**config.mk**
```make
export PLATFORM = sky130hd
export DESIGN_NAME = wb_retire_queue
export DESIGN_NICKNAME = d
export VERILOG_FILES = /design/src/rtl/wb_retire_queue_pkg.sv /design/src/rtl/wb_fwd_lookup.sv /design/src/rtl/wb_retire_queue.sv
export SDC_FILE = /design/constraint.sdc
export NUM_CORES = 1
export LEC_CHECK = 0
export ABC_AREA = 1
export CORE_AREA = 2 2 162 164
export CTS_BUF_LIST = sky130_fd_sc_hd__clkbuf_16
export DETAILED_ROUTE_END_ITERATION = 10
export DIE_AREA = 0 0 164 166
export GPL_TIMING_DRIVEN = 1
export PLACE_DENSITY = 0.85
export SKIP_LAST_GASP = 1
export SLEW_MARGIN = 5
export SYNTH_ARGS = -nofsm -noshare
export SYNTH_HDL_FRONTEND = slang
export SYNTH_SLANG_ARGS = --single-unit
```
**constraint.sdc**
```tcl
create_clock -name clk -period 8.71 [get_ports clk]
set_input_delay 1.742 -clock clk [delete_from_list [all_inputs] [get_ports clk]]
set_output_delay 1.742 -clock clk [all_outputs]
set_load 0.005 [all_outputs]
```
**src/rtl/wb_retire_queue_pkg.sv**
```systemverilog
// Shared writeback-queue types: the buffered entry layout and exception codes
// that the CSR unit decodes.
package wb_pkg;

  localparam int WB_DATA_W  = 32;
  localparam int WB_RADDR_W = 5;
  localparam int WB_EXC_W   = 6;

  localparam logic [WB_EXC_W-1:0] ECODE_INT  = 6'h00;
  localparam logic [WB_EXC_W-1:0] ECODE_PIF  = 6'h03;
  localparam logic [WB_EXC_W-1:0] ECODE_ADE  = 6'h08;
  localparam logic [WB_EXC_W-1:0] ECODE_ALE  = 6'h09;
  localparam logic [WB_EXC_W-1:0] ECODE_SYS  = 6'h0B;
  localparam logic [WB_EXC_W-1:0] ECODE_BRK  = 6'h0C;
  localparam logic [WB_EXC_W-1:0] ECODE_INE  = 6'h0D;
  localparam logic [WB_EXC_W-1:0] ECODE_TLBR = 6'h3F;

  typedef struct packed {
    logic [WB_DATA_W-1:0]  pc;
    logic                  gr_we;
    logic [WB_RADDR_W-1:0] dest;
    logic [WB_DATA_W-1:0]  result;
    logic                  ex;
    logic [WB_EXC_W-1:0]   ecode;
    logic                  ertn;
    logic                  refetch;
  } wb_entry_t;

endpackage

```
**src/rtl/wb_fwd_lookup.sv**
```systemverilog
// One forwarding read port: walks the queue from head (oldest) to tail so the
// youngest matching entry overrides older ones.
module wb_fwd_lookup #(
  parameter int DEPTH   = 2,
  parameter int DATA_W  = 32,
  parameter int RADDR_W = 5,
  parameter int PTR_W   = $clog2(DEPTH)
) (
  input  logic [PTR_W-1:0]        head_ptr,
  input  logic [DEPTH-1:0]        cand,
  input  logic [DEPTH*RADDR_W-1:0] dest,
  input  logic [DEPTH*DATA_W-1:0] result,
  input  logic [RADDR_W-1:0]      addr,
  output logic                    hit,
  output logic [DATA_W-1:0]       data
);

  logic [PTR_W-1:0] idx_s;
  logic             match_s;

  // age-ordered search, later (younger) matches replace earlier ones
  always_comb begin
    hit     = 1'b0;
    data    = '0;
    idx_s   = head_ptr;
    match_s = 1'b0;
    for (int i = 0; i < DEPTH; i++) begin
      idx_s   = head_ptr + PTR_W'(i);
      match_s = cand[idx_s] && (dest[idx_s*RADDR_W +: RADDR_W] == addr) && (addr != '0);
      hit     = hit | match_s;
      data    = match_s ? result[idx_s*DATA_W +: DATA_W] : data;
    end
  end

endmodule

```
**src/rtl/wb_retire_queue.sv**
```systemverilog
// In-order writeback retire queue: buffers completed instructions, retires one
// per cycle, flushes on exception/ertn/refetch and forwards results to decode.
module wb_retire_queue
  import wb_pkg::*;
#(
  parameter int DATA_W     = 32,
  parameter int RADDR_W    = 5,
  parameter int DEPTH      = 2,
  parameter int EXC_W      = 6,
  parameter int NUM_LOOKUP = 2,
  parameter int CNT_W      = 64
) (
  input  logic                          clk,
  input  logic                          reset,
  input  logic                          ms_to_ws_valid,
  output logic                          ws_allowin,
  input  logic [DATA_W-1:0]             ms_pc,
  input  logic                          ms_gr_we,
  input  logic [RADDR_W-1:0]            ms_dest,
  input  logic [DATA_W-1:0]             ms_result,
  input  logic                          ms_ex,
  input  logic [EXC_W-1:0]              ms_ecode,
  input  logic                          ms_ertn,
  input  logic                          ms_refetch,
  input  logic                          retire_stall,
  input  logic [NUM_LOOKUP*RADDR_W-1:0] lookup_addr,
  output logic [NUM_LOOKUP-1:0]         lookup_hit,
  output logic [NUM_LOOKUP*DATA_W-1:0]  lookup_data,
  output logic                          rf_we,
  output logic [RADDR_W-1:0]            rf_waddr,
  output logic [DATA_W-1:0]             rf_wdata,
  output logic                          wb_ex,
  output logic [EXC_W-1:0]              wb_ecode,
  output logic                          wb_ertn,
  output logic                          wb_refetch,
  output logic [DATA_W-1:0]             wb_pc,
  output logic [CNT_W-1:0]              retire_count,
  output logic [31:0]                   debug_wb_pc,
  output logic [3:0]                    debug_wb_rf_we,
  output logic [4:0]                    debug_wb_rf_wnum,
  output logic [31:0]                   debug_wb_rf_wdata
);

  localparam int PTR_W = $clog2(DEPTH);
  localparam int OCC_W = PTR_W + 1;
  localparam logic [OCC_W-1:0] FULL_CNT = OCC_W'(DEPTH);

  wb_entry_t              entry_r [DEPTH];
  logic [DEPTH-1:0]       valid_r;
  logic [PTR_W-1:0]       head_r;
  logic [PTR_W-1:0]       tail_r;
  logic [OCC_W-1:0]       count_r;
  logic [CNT_W-1:0]       retire_count_r;

  wb_entry_t              head_s;
  wb_entry_t              new_s;
  logic                   retire_s;
  logic                   flush_s;
  logic                   enq_s;
  logic                   deq_s;
  logic [DEPTH-1:0]       cand_s;
  logic [DEPTH*RADDR_W-1:0] dest_flat_s;
  logic [DEPTH*DATA_W-1:0]  result_flat_s;

  assign head_s       = entry_r[head_r];
  assign ws_allowin   = (count_r != FULL_CNT);
  assign retire_s     = valid_r[head_r] && !retire_stall;
  assign flush_s      = retire_s && (head_s.ex || head_s.ertn || head_s.refetch);
  // a flushing retire discards whatever MEM offers in the same cycle
  assign enq_s        = ms_to_ws_valid && ws_allowin && !flush_s;
  assign deq_s        = retire_s && !flush_s;
  assign retire_count = retire_count_r;

  // pack the offered MEM-stage instruction into an entry
  always_comb begin
    new_s         = '0;
    new_s.pc      = WB_DATA_W'(ms_pc);
    new_s.gr_we   = ms_gr_we;
    new_s.dest    = WB_RADDR_W'(ms_dest);
    new_s.result  = WB_DATA_W'(ms_result);
    new_s.ex      = ms_ex;
    new_s.ecode   = WB_EXC_W'(ms_ecode);
    new_s.ertn    = ms_ertn;
    new_s.refetch = ms_refetch;
  end

  // payload storage; validity is tracked separately so no reset is needed here
  always_ff @(posedge clk) begin
    if (enq_s) begin
      entry_r[tail_r] <= new_s;
    end
  end

  // queue control: pointers, occupancy, valid bits and commit counter
  always_ff @(posedge clk or posedge reset) begin
    if (reset) begin
      valid_r        <= '0;
      head_r         <= '0;
      tail_r         <= '0;
      count_r        <= '0;
      retire_count_r <= '0;
    end else if (flush_s) begin
      valid_r <= '0;
      head_r  <= '0;
      tail_r  <= '0;
      count_r <= '0;
      if (head_s.ertn && !head_s.ex) begin
        retire_count_r <= retire_count_r + CNT_W'(1);
      end
    end else begin
      if (enq_s) begin
        valid_r[tail_r] <= 1'b1;
        tail_r          <= tail_r + PTR_W'(1);
      end
      if (deq_s) begin
        valid_r[head_r] <= 1'b0;
        head_r          <= head_r + PTR_W'(1);
        retire_count_r  <= retire_count_r + CNT_W'(1);
      end
      count_r <= count_r + OCC_W'(enq_s) - OCC_W'(deq_s);
    end
  end

  // retire outputs decoded from the head, flush kinds in ex > ertn > refetch order
  always_comb begin
    rf_we      = 1'b0;
    rf_waddr   = '0;
    rf_wdata   = '0;
    wb_ex      = 1'b0;
    wb_ecode   = '0;
    wb_ertn    = 1'b0;
    wb_refetch = 1'b0;
    wb_pc      = '0;
    if (retire_s) begin
      wb_pc = DATA_W'(head_s.pc);
      if (head_s.ex) begin
        wb_ex    = 1'b1;
        wb_ecode = EXC_W'(head_s.ecode);
      end else if (head_s.ertn) begin
        wb_ertn = 1'b1;
      end else if (head_s.refetch) begin
        wb_refetch = 1'b1;
      end else begin
        rf_we    = head_s.gr_we && (head_s.dest != '0);
        rf_waddr = RADDR_W'(head_s.dest);
        rf_wdata = DATA_W'(head_s.result);
      end
    end else begin
      wb_pc = '0;
    end
  end

  assign debug_wb_pc       = 32'(wb_pc);
  assign debug_wb_rf_we    = {4{rf_we}};
  assign debug_wb_rf_wnum  = 5'(rf_waddr);
  assign debug_wb_rf_wdata = 32'(rf_wdata);

  for (genvar i = 0; i < DEPTH; i++) begin : g_flat
    assign cand_s[i] = valid_r[i] && entry_r[i].gr_we && !entry_r[i].ex && !entry_r[i].refetch;
    assign dest_flat_s[i*RADDR_W +: RADDR_W] = RADDR_W'(entry_r[i].dest);
    assign result_flat_s[i*DATA_W +: DATA_W] = DATA_W'(entry_r[i].result);
  end

  for (genvar p = 0; p < NUM_LOOKUP; p++) begin : g_lookup
    wb_fwd_lookup #(
      .DEPTH   (DEPTH),
      .DATA_W  (DATA_W),
      .RADDR_W (RADDR_W),
      .PTR_W   (PTR_W)
    ) u_lookup (
      .head_ptr (head_r),
      .cand     (cand_s),
      .dest     (dest_flat_s),
      .result   (result_flat_s),
      .addr     (lookup_addr[p*RADDR_W +: RADDR_W]),
      .hit      (lookup_hit[p]),
      .data     (lookup_data[p*DATA_W +: DATA_W])
    );
  end

endmodule

```
# == After elaboration in Yosys (flattened, before gate mapping) ==
# Memory sizes are Yosys's and may differ from the RTL's.
# Cells that the tools add are included.
# totals
regBits,70
ram_bits,158
inputBits,93
out_inout_bits,283
word_cells,123
n_memories,1
# op_classes
n_addsub,5
mul,2
order_cmp,5
n_eq_ne,6
shifts,4
n_mux,52
bitwise_logic,5
reduce_logical,38
# memory_table
name,depth,width,rd,rd_ports_with_merged_regs,wr,line_no,source
entry_r,2,79,3,0,1,wb_retire_queue.sv:48,wb_entry_t entry_r [DEPTH];
# ops
cell,n
32-bit two-way mux,9
64-bit two-way mux,3
64-bit by 7-bit indexed part select with 32-bit output,2
"64-bit by 1-bit adder with 64-bit output, second input constant",1
1-bit two-way mux,27
1-bit logical AND,23
5-bit equality test,4
5-bit two-way mux,4
10-bit by 5-bit indexed part select with 5-bit output,2
5-bit nonzero test,3
6-bit two-way mux,2
2-bit two-way mux,5
"1-bit by 3-bit multiplier with 4-bit output, second input constant",2
1-bit zero test,7
"1-bit by 2-bit < comparator with 1-bit output, second input constant",3
2-bit nonzero test,2
"1-bit adder, second input constant",2
2-bit by 1-bit adder with 2-bit output,1
2-bit AND,1
1-bit demux with 1-bit select,2
"1-bit >= comparator, second input constant",2
1-bit logical OR,2
"2-bit by 1-bit inequality test with 1-bit output, second input constant",1
"2-bit inequality test, second input constant",1
other kinds (5),6

# == Logic depth before layout (Yosys ltp) ==
# Gate-level depths: netlist of the first run.
# depth
word_depth,11
ltp_mapped,15
ltp_nobuf,14

# == By module ==
# Synthesis of the first run repeated with hierarchy kept, for this count alone.
# hier_totals
hier_cells,1903
hier_area_um2,14114.8
# by_module_without_submodules
module,instances,cells_per_inst,area_each_um2,seq_area_each_um2
wb_retire_queue,1,1155,10771.6,6496.2
wb_fwd_lookup,2,374,1671.6,0.0

# == Worst setup path after synthesis of the first run ==
# OpenSTA, ideal clock, no wires.
# synth_path
kind,input to output
start,input retire_stall
end,output debug_wb_rf_we[0]
arrival_time_ns,2.956
required_ns,6.968
setup_slack_ns,4.012
path_stages,7
n_path_buf,2
cell_sequence,inv_1 > nand2_2 > nor2_4 > nand3_2 > clkbuf_1 > nor4_2 > buf_4
# synth_between
elab_chain_len,3
# synth_lines
item,line_no,source
from (decl),wb_retire_queue.sv:25,"input logic retire_stall,"
1-bit zero test,wb_retire_queue.sv:67,assign retire_s = valid_r[head_r] && !retire_stall;
1-bit logical AND,wb_retire_queue.sv:67,
1-bit two-way mux,wb_retire_queue.sv:134,if (retire_s) begin
to (decl),wb_retire_queue.sv:39,"output logic [3:0] debug_wb_rf_we,"
# No other way between the ends.

# == Final worst setup path of the first run ==
# layout_path
start,input retire_stall
end,output rf_wdata[2]
# layout_between
elab_chain_len,3
# layout_lines
item,line_no,source
1-bit zero test,wb_retire_queue.sv:67,
1-bit logical AND,wb_retire_queue.sv:67,
32-bit two-way mux,wb_retire_queue.sv:134,
to (decl),wb_retire_queue.sv:31,"output logic [DATA_W-1:0] rf_wdata,"
# No other way between the ends.

==> results.ini, run 1 <==
[finish]
drive_gt1_share_pct = 4.00
instances_no_fill = 2291
nets = 2029
areaGrowthSynthToFinish_pct = 31.7

[synthesis]
synth_edf_count = 158
yosys.cell_types.count = 31
ys_dominant_reg_cell = edfxtp_1
yosys_warnings = 0
synthCells = 1663
ys_seq_area_share_pct = 49.7
syn-num-nets = 1759
ys_ff_latch = 228
async_flop_share_pct = 30.7
syn_area_mm2 = 0.0131
syn_avg_cell_area_um2 = 7.86

[cts]
cts-hold-fix-buffers = 0
postCtsSetupBuffers = 0
clkTransAtPathRegs_ps = 60
clkSinkCount = 228
htree_levels = 1
cts_max_path_buffers = 3
clock_tree.root_cell = clkbuf_16
cts_tree = yes
insertion_delay_ps = 550
numCtsBuffers = 25
cts_resized = 0

[place]
place_ws_ps = 2280
place_hpwl_mm = 30.3
gp_congestion = 0.975
portBuffers = 375
dp.cells = 2241

[power]
p_sw_share_pct = 32.2
p_switching_mw = 1.13
ir_drop_mv = 0.190
p_int_mw = 2.37
comb_power_share_pct = 27.0
p_leak_nw = 6.84
seqPwrFrac_pct = 42.9
power_mw = 3.50
power_frac_clock_pct = 30.1
power_density_mw_per_mm2 = 203

[timing]
rsz0062_at_grt = no
slew_headroom_pct = 26.6
max_freq_mhz = 156
finalClockSkew_ps = 18.5
hold_violations = 0
setup_slack_ps = 2290
worst_pin_slew_ps = 1100
setup_viol_count_final = 0
period_share_pct = 73.7
drv_slew = 0
setup-tns-final_ps = 0
min_period_ps = 6420

[route]
avgViaCountPerCell = 5.38
vias = 12300
drc = 0
dr_wl_met3_mm = 3.78
detail_route.wl_per_cell_um = 18.2
met2_wirelength_mm = 20.7
routed_wirelength_mm = 41.8
top_layer = met5
wl_met1_mm = 16.1
firstDrtPassIters = 6
ant_nets = 0
drt-initial-drc-count = 1326

[floorplan]
core_mm2 = 0.0256
fp-row-count = 59
start_util_pct = 51.0
die_w_um = 164
pin_count = 376
die_h_um = 166
dieArea_mm2 = 0.0272

[grt]
antenna_found_initial = 5
grt_usage_pct = 29.9
grt.overflow.total = 0
first_global_vias = 11400
grt_max_degree = 129
grt_pass1_wl_mm = 63.8

[outcome]
outcome = finished, final reports clean

[worst_setup_path]
cp_data_required_time_ps = 6970
worstPathArrival_ps = 4680
worstSetupPathType = input pin to output port
cp-start-kind = input pin
crit_fanout = 41
end_kind = output port

[job]
max_cap_viol_count = 0

[min_path]
hold_class = flop to flop

[cells in the mapped netlist, types with 3 or more instances]
cell	number	area share (%)
nand2_1	548	16
nor2_1	192	5.5
nand3_1	159	6.1
edfxtp_1	158	36
inv_1	149	4.3
o21ai_0	92	3.5
buf_4	86	4.9
dfrtp_1	70	13
a21oi_1	41	1.6
buf_2	26	1.0
xnor2_1	25	1.7
clkbuf_1	23	0.66
nand4_1	21	1.0
o21ai_1	15	0.57
xor2_1	11	0.74
buf_6	8	0.69
nand2_2	6	0.29
nand3b_1	4	0.23
nor2_2	4	0.19
nor3_1	4	0.15
ha_1	3	0.29
inv_2	3	0.086
nand3_2	3	0.23
[worst max-delay path: stages]
cell,delay [ps]
clkdlybuf4s50_1,430
inv_1,90
nand2_2,80
nor2_4,150
nand3_2,800
nor2_1,650
clkdlybuf4s50_1,690
[per-stage QoR]
step	hold slack [ps]	utilization, %	cell area [um^2]
after floorplan	497	-	13100
final	530	67.2	17200
after global placement	505	63.9	16400
after global routing	547	67.2	17200
after CTS	532	67.1	17200
after detailed placement	518	63.9	16400
[path summary, 6_finish.rpt]
| kind | start | endpoint | slack [ps] | cells after the start |
|---|---|---|---|---|
| setup / recovery | retire_stall | rf_wdata[2] | 2290 | 7 |
| hold / removal | retire_count[7] | retire_count[7] | 530 | 1 |
| setup reg to reg | head_r | retire_count[37] | 4720 | 10 |
| hold reg to reg | retire_count[7] | retire_count[7] | 530 | 1 |
| max in group asynchronous | reset | head_r | 6190 | 3 |
| min in group asynchronous | reset | retire_count[3] | 1810 | 3 |
[cells in the final DEF (no fill, tap or decap), drive strengths merged, types with 11 or more instances in the layout]
cell           count
inv              155
dfrtp             70
edfxtp           158
clkinv            15
xor2              11
nand3            162
nor2             198
buf               11
nand4             21
o21ai            109
a21oi             41
nand2            554
xnor2             25
clkdlybuf4s50    375
clkbuf            25
[sequential cells by signal (all words and copies together), names as in the netlist]
name	cells
count_r	2
entry_r	158
head_r	1
retire_count	64
tail_r	1
valid_r	2
[cells by family after synthesis]
| logic type | Yosys count | synth area share (%) |
|---|---|---|
| and+or+nand+nor | 947 | 29.9 |
| buffers and inverters | 296 | 11.7 |
| DFF | 228 | 49.7 |
| AOI/OAI and AO/OA | 153 | 6.01 |
| xor gates and xnor gates | 36 | 2.41 |
| adders and majority gates | 3 | 0.287 |
[layout make-up]
type,count,area [um^2]
fillers,2077,8410
flip-flops and latches,228,6500
multi-input cells,1139,5040
repair buffers,386,3840
clock buffers,25,626
inverters,153,579
well taps,335,419
clock inverters,21,194
diodes,4,10.0
[routing by layer]
metal | global-route usage (%) | vias up
met4 | 9.92 | 2
met2 | 50.6 | 651
met3 | 6.14 | 96
met1 | 38.3 | 5739
met5 | 0 | -
li1 | - | 5844
[power by group through the flow]
stage	Sequential, mW	Combinational (mW)	Clock, mW
global route	1.52	1.04	1.12
global placement	1.51	0.925	0
detailed placement	1.52	0.941	0
CTS	1.50	0.948	1.07
floorplan	1.49	0.575	0
finish	1.50	0.945	1.05
(Power assumes the default switching activity.)
==> inputs of run 2 (changes only) <==
- CORE_AREA: 2 2 162 164 -> 2 2 167 169
- DIE_AREA: 0 0 164 166 -> 0 0 169 171
- PLACE_DENSITY: 0.85 -> 0.81
- clock period: 8.71 -> 6.6 ns (I/O delays scaled with it)
==> run 2 against run 1 <==
Net effect: critical path type is now flop to output port; flip-flop and latch count stayed put; via count decreased by 1.5%; largest power group unchanged; highest routed layer unchanged; register-to-register slack got worse by 2100 ps.
==> results.ini, run 2 (synthesis gave the netlist of run 1 again) <==
[job]
max_cap_viol_count = 0  ; unchanged

[timing]
setup_viol_count_final = 0  ; unchanged
max_freq_mhz = 180
min_period_ps = 5560
worst_pin_slew_ps = 997  ; -105 ps
rsz0062_at_grt = no
period_share_pct = 84.3
hold_violations = 0  ; unchanged
finalClockSkew_ps = 11.6  ; -6.93 ps
drv_slew = 0  ; unchanged
slew_headroom_pct = 33.6  ; +7.0 points
setup-tns-final_ps = 0  ; unchanged

[cts]
clkTransAtPathRegs_ps = 60  ; about the same
htree_levels = 1  ; unchanged
insertion_delay_ps = 530  ; -20 ps
numCtsBuffers = 25  ; unchanged
cts-hold-fix-buffers = 0  ; unchanged
postCtsSetupBuffers = 0  ; unchanged
cts_tree = yes
clock_tree.root_cell = clkbuf_16
cts_resized = 0  ; unchanged
clkSinkCount = 228  ; unchanged
cts_max_path_buffers = 3  ; unchanged

[finish]
nFillCells = 2391  ; +15%
areaGrowthSynthToFinish_pct = 32.0
nets = 2030  ; +0.049%
final_common_cell = nand2_1
design_area_mm2 = 0.0173  ; +0.28%
drive_gt1_share_pct = 3.99  ; about the same
max_flop_register = entry_r
largest_register_ffs = 158  ; unchanged
multi_input_area_mm2 = 0.00504  ; unchanged
regArea_mm2 = 0.00650  ; unchanged
final_cell_mix = nand2_1, clkdlybuf4s50_1, nor2_1

[route]
routed_wirelength_mm = 42.2  ; +0.92%
drt-initial-drc-count = 1205  ; -9.1%
vias = 12100  ; -1.5%
ant_nets = 0  ; unchanged
drc = 0  ; unchanged
detail_route.wl_per_cell_um = 18.3  ; +0.44%
firstDrtPassIters = 6  ; unchanged
avgViaCountPerCell = 5.28  ; -2.0%

[place]
place_hpwl_mm = 31.4  ; +3.9%
gp_congestion = 0.989  ; +1.4%
place_area_mm2 = 0.0164  ; +0.13%
portBuffers = 375  ; unchanged

[worst_setup_path]
end_kind = output port
worstSetupPathType = flop to output port
worstPathArrival_ps = 4240  ; -440 ps
cp_data_required_time_ps = 5280  ; -1690 ps
crit_fanout = 69  ; +68%
cp-start-kind = flop

[power]
power_frac_clock_pct = 30.9  ; +0.8 points
seqPwrFrac_pct = 42.2  ; -0.7 points
comb_power_share_pct = 26.9  ; about the same
power_density_mw_per_mm2 = 272  ; +34%
ir_drop_mv = 0.233  ; +23%
p_int_mw = 3.19  ; +34%
p_switching_mw = 1.50  ; +33%
p_sw_share_pct = 32.0  ; -0.15 points
p_leak_nw = 6.86  ; +0.17%

[floorplan]
core_mm2 = 0.0273  ; +6.7%
dieArea_mm2 = 0.0289  ; +6.2%
pin_count = 376  ; unchanged
die_h_um = 171  ; +3.0%
die_w_um = 169  ; +3.0%
start_util_pct = 47.8  ; -3.2 points
fp-row-count = 61  ; +3.4%

[grt]
grt.overflow.total = 0  ; unchanged
grt_usage_pct = 28.3  ; -1.7 points
grt_pass1_wl_mm = 63.4  ; -0.68%
grt_max_degree = 129  ; unchanged
first_global_vias = 11400  ; +0.061%
antenna_found_initial = 5  ; unchanged

[min_path]
hold_class = flop to flop

[outcome]
outcome = finished, final reports clean

[run 2: changes by cell type in the layout (fill, tap and decap cells not counted)]
| cell | change |
|---|---|
| inv_1 | -2 |
| inv_2 | +1 |
| clkinvlp_4 | -1 |
| inv_6 | +1 |
| clkinv_2 | -3 |
| inv_16 | -1 |
| diode_2 | -1 |
| clkbuf_16 | +1 |
| bufinv_16 | +1 |
| clkinv_1 | +3 |
| buf_4 | +1 |
[run 2: metrics by stage]
step | total power [mW] | std cells | setup slack (ps) | utilization (%) | hold slack, ps
2_1_floorplan | 2.72 | 1663 | 2730 | - | 497
3_3_place_gp | 3.23 | 2253 | 1370 | 60.0 | 505
3_5_place_dp | 3.26 | 2253 | 1350 | 60.0 | 509
4_1_cts | 4.72 | 2299 | 1020 | 63.1 | 519
5_1_grt | 4.92 | 2300 | 815 | 63.1 | 541
6_report | 4.69 | 2302 | 1040 | 63.1 | 521
[run 2: final cells by class]
cell class | count | share of cell area, %
Sequential cell | 228 | 37.7
Multi-Input combinational cell | 1139 | 29.2
Timing Repair Buffer | 387 | 22.3
Clock buffer | 26 | 3.77
Inverter | 153 | 3.36
Tap cell | 346 | 2.51
Clock inverter | 20 | 1.15
Antenna cell | 3 | 0.0435
[run 2: routing by layer]
metal	wire length, um	track usage [%]	share of wire (%)	up-vias
li1	-	-	-	5839
met1	17000	35.6	40	5668
met2	20000	47.6	47	554
met3	3730	6.99	8.8	83
met4	1430	10.0	3.4	4
met5	22	0	0.052	-
[run 2: path summary, 6_finish.rpt]
path | start | endpoint | slack (ps) | cells past startpoint
worst max register to register | head_r | entry_r[0][20] | 2650 | 11
worst min-delay path | retire_count[8] | retire_count[8] | 520 | 1
worst max-delay path | head_r | debug_wb_rf_wdata[8] | 1040 | 8
max in group asynchronous | reset | head_r | 4490 | 3
worst min register to register | retire_count[8] | retire_count[8] | 520 | 1
min in group asynchronous | reset | retire_count[2] | 1390 | 3
[run 2: critical path: stages (launching register included)]
cell,delay (ps)
dfrtp_4,920
inv_4,410
nand2_1,140
nand2_1,130
nor2_2,170
nand3_2,580
buf_4,460
nor2_1,260
clkdlybuf4s50_1,600
[run 2: power by group through the flow]
| stage | clock (mW) | combinational, mW | sequential (mW) |
|---|---|---|---|
| after floorplan | 0 | 0.758 | 1.96 |
| after global placement | 0 | 1.24 | 1.99 |
| after detailed placement | 0 | 1.26 | 2.01 |
| after CTS | 1.47 | 1.26 | 1.98 |
| after global routing | 1.53 | 1.38 | 2.01 |
| final | 1.45 | 1.26 | 1.98 |
==> inputs of run 3 (changes only) <==
- clock period: 6.6 -> 5.3 ns (I/O delays scaled with it)
==> run 3 against run 2 <==
Net effect: die area stayed put; sequential power rose by 24%; combinational power up 28%; critical path type unchanged; largest cell class unchanged.
==> results.ini, run 3 (synthesis gave the netlist of run 1 again) <==
[timing]
rsz0062_at_grt = no
period_share_pct = 91.7
worst_pin_slew_ps = 929  ; -67.4 ps
max_freq_mhz = 206
setup-tns-final_ps = 0  ; unchanged
min_period_ps = 4860
hold_violations = 0  ; unchanged
setup_slack_ps = 440  ; -598 ps
slew_headroom_pct = 37.8  ; +4.3 points
drv_slew = 0  ; unchanged
setup_viol_count_final = 0  ; unchanged
finalClockSkew_ps = 9.35  ; -2.24 ps

[finish]
areaGrowthSynthToFinish_pct = 32.5
final_cell_mix = nand2_1, clkdlybuf4s50_1, nor2_1
nets = 2035  ; +0.25%
nFillCells = 2397  ; +0.25%
largest_register_ffs = 158  ; unchanged
drive_gt1_share_pct = 4.19  ; +0.20 points
max_flop_register = entry_r
final_common_cell = nand2_1

[place]
place_hpwl_mm = 32.3  ; +2.7%
place_ws_ps = 736  ; -609 ps
gp_congestion = 0.977  ; -1.2%
portBuffers = 375  ; unchanged

[floorplan]
core_mm2 = 0.0273  ; unchanged
start_util_pct = 47.8  ; unchanged
die_w_um = 169  ; unchanged
pin_count = 376  ; unchanged
dieArea_mm2 = 0.0289  ; unchanged
fp-row-count = 61  ; unchanged
die_h_um = 171  ; unchanged

[min_path]
min_from = retire_count[11]
hold_class = flop to flop

[route]
routed_wirelength_mm = 43.1  ; +2.2%
drt-initial-drc-count = 1146  ; -4.9%
drc = 0  ; unchanged
ant_nets = 0  ; unchanged
avgViaCountPerCell = 5.30  ; +0.43%
firstDrtPassIters = 5  ; -1
vias = 12200  ; +0.61%
detail_route.wl_per_cell_um = 18.7  ; +2.0%

[grt]
grt_pass1_wl_mm = 64.5  ; +1.7%
first_global_vias = 11200  ; -1.7%
antenna_found_initial = 4  ; -1
grt_usage_pct = 28.9  ; +0.60 points
grt.overflow.total = 0  ; unchanged
grt_max_degree = 97  ; -25%

[power]
power_density_mw_per_mm2 = 340  ; +25%
p_leak_nw = 6.88  ; +0.31%
power_mw = 5.89  ; +26%
ir_drop_mv = 0.314  ; +34%

[outcome]
outcome = finished, final reports clean

[worst_setup_path]
end_kind = output port
crit_fanout = 51  ; -26%
cp_data_required_time_ps = 4240  ; -1040 ps
cp-start-kind = flop
crit_family = buffers and inverters
worstSetupPathType = flop to output port
crit_path_cell_trace = inv_4 -> o21ai_0 -> nand2_1 -> nand2_1 -> nor2_1 -> nand3_2 -> o21ai_0 -> clkdlybuf4s50_1
worstPathArrival_ps = 3800  ; -440 ps
cp-startpoint = head_r
rr_startpoint = head_r
cp_slowest_cell = dfrtp_4
cp_slowest_stage_delay_ps = 640  ; -280 ps
critPathBufInv = 2  ; -1

[cts]
cts_resized = 0  ; unchanged
insertion_delay_ps = 540  ; about the same
cts_tree = yes
clkTransAtPathRegs_ps = 60  ; about the same
htree_levels = 1  ; unchanged
clock_tree.root_cell = clkbuf_16
clkSinkCount = 228  ; unchanged
cts-hold-fix-buffers = 0  ; unchanged
cts_max_path_buffers = 3  ; unchanged
numCtsBuffers = 25  ; unchanged
postCtsSetupBuffers = 0  ; unchanged

[job]
max_cap_viol_count = 0  ; unchanged

-- run 3: cell count changes in the layout (fill, tap and decap cells not counted), moves of 2 or more --
cell	delta
buf_4	+4
clkinv_1	-2
clkinv_2	-2
clkinvlp_4	+2
-- run 3: worst reg2reg max path: cells and delay by family (launching register included) --
kind,cells,cell delay (ps)
flops,1,640
simple gates,7,730
buf+inv,4,1680
-- run 3: final timing paths --
check	slack (ps)	to	depth (start not counted)
setup / recovery	440	lookup_hit[1]	8
hold reg to reg	530	retire_count[11]	1
max in group asynchronous	3330	retire_count[35]	3
min in group asynchronous	1030	retire_count[49]	2
setup reg to reg	1940	entry_r[0][15]	11
hold / removal	530	retire_count[11]	1
-- run 3: report_power, final --
group          internal (mW)  switching [mW]
sequential              2.29           0.164
clock                   1.10           0.728
combinational          0.612           0.998
-- run 3: stage by stage --
stage	cells	util, %	instance area [um^2]	hold WS (ps)
final	2306	63.3	17300	530
after global routing	2305	63.3	17300	544
after CTS	2302	63.3	17300	524
after detailed placement	2258	60.2	16400	516
after global placement	2258	60.2	16400	504
after floorplan	1663	-	13100	497
-- run 3: area by class of cell --
| type | instances | area [um^2] | area share, % |
|---|---|---|---|
| clock inverters | 19 | 225 | 1.30 |
| clock buffers | 25 | 626 | 3.61 |
| repair buffers | 392 | 3890 | 22.5 |
| well taps | 346 | 433 | 2.50 |
| multi-input cells | 1139 | 5040 | 29.1 |
| flip-flops and latches | 228 | 6500 | 37.6 |
| inverters | 153 | 579 | 3.35 |
| diodes | 4 | 10.0 | 0.0578 |
-- run 3: metal layers --
metal,vias to the layer above,global-route usage (%),routed length (um)
li1,5855,-,-
met1,5752,37.7,17500
met2,548,48.6,20800
met3,67,5.85,3640
met4,0,8.88,1090
met5,-,0,0
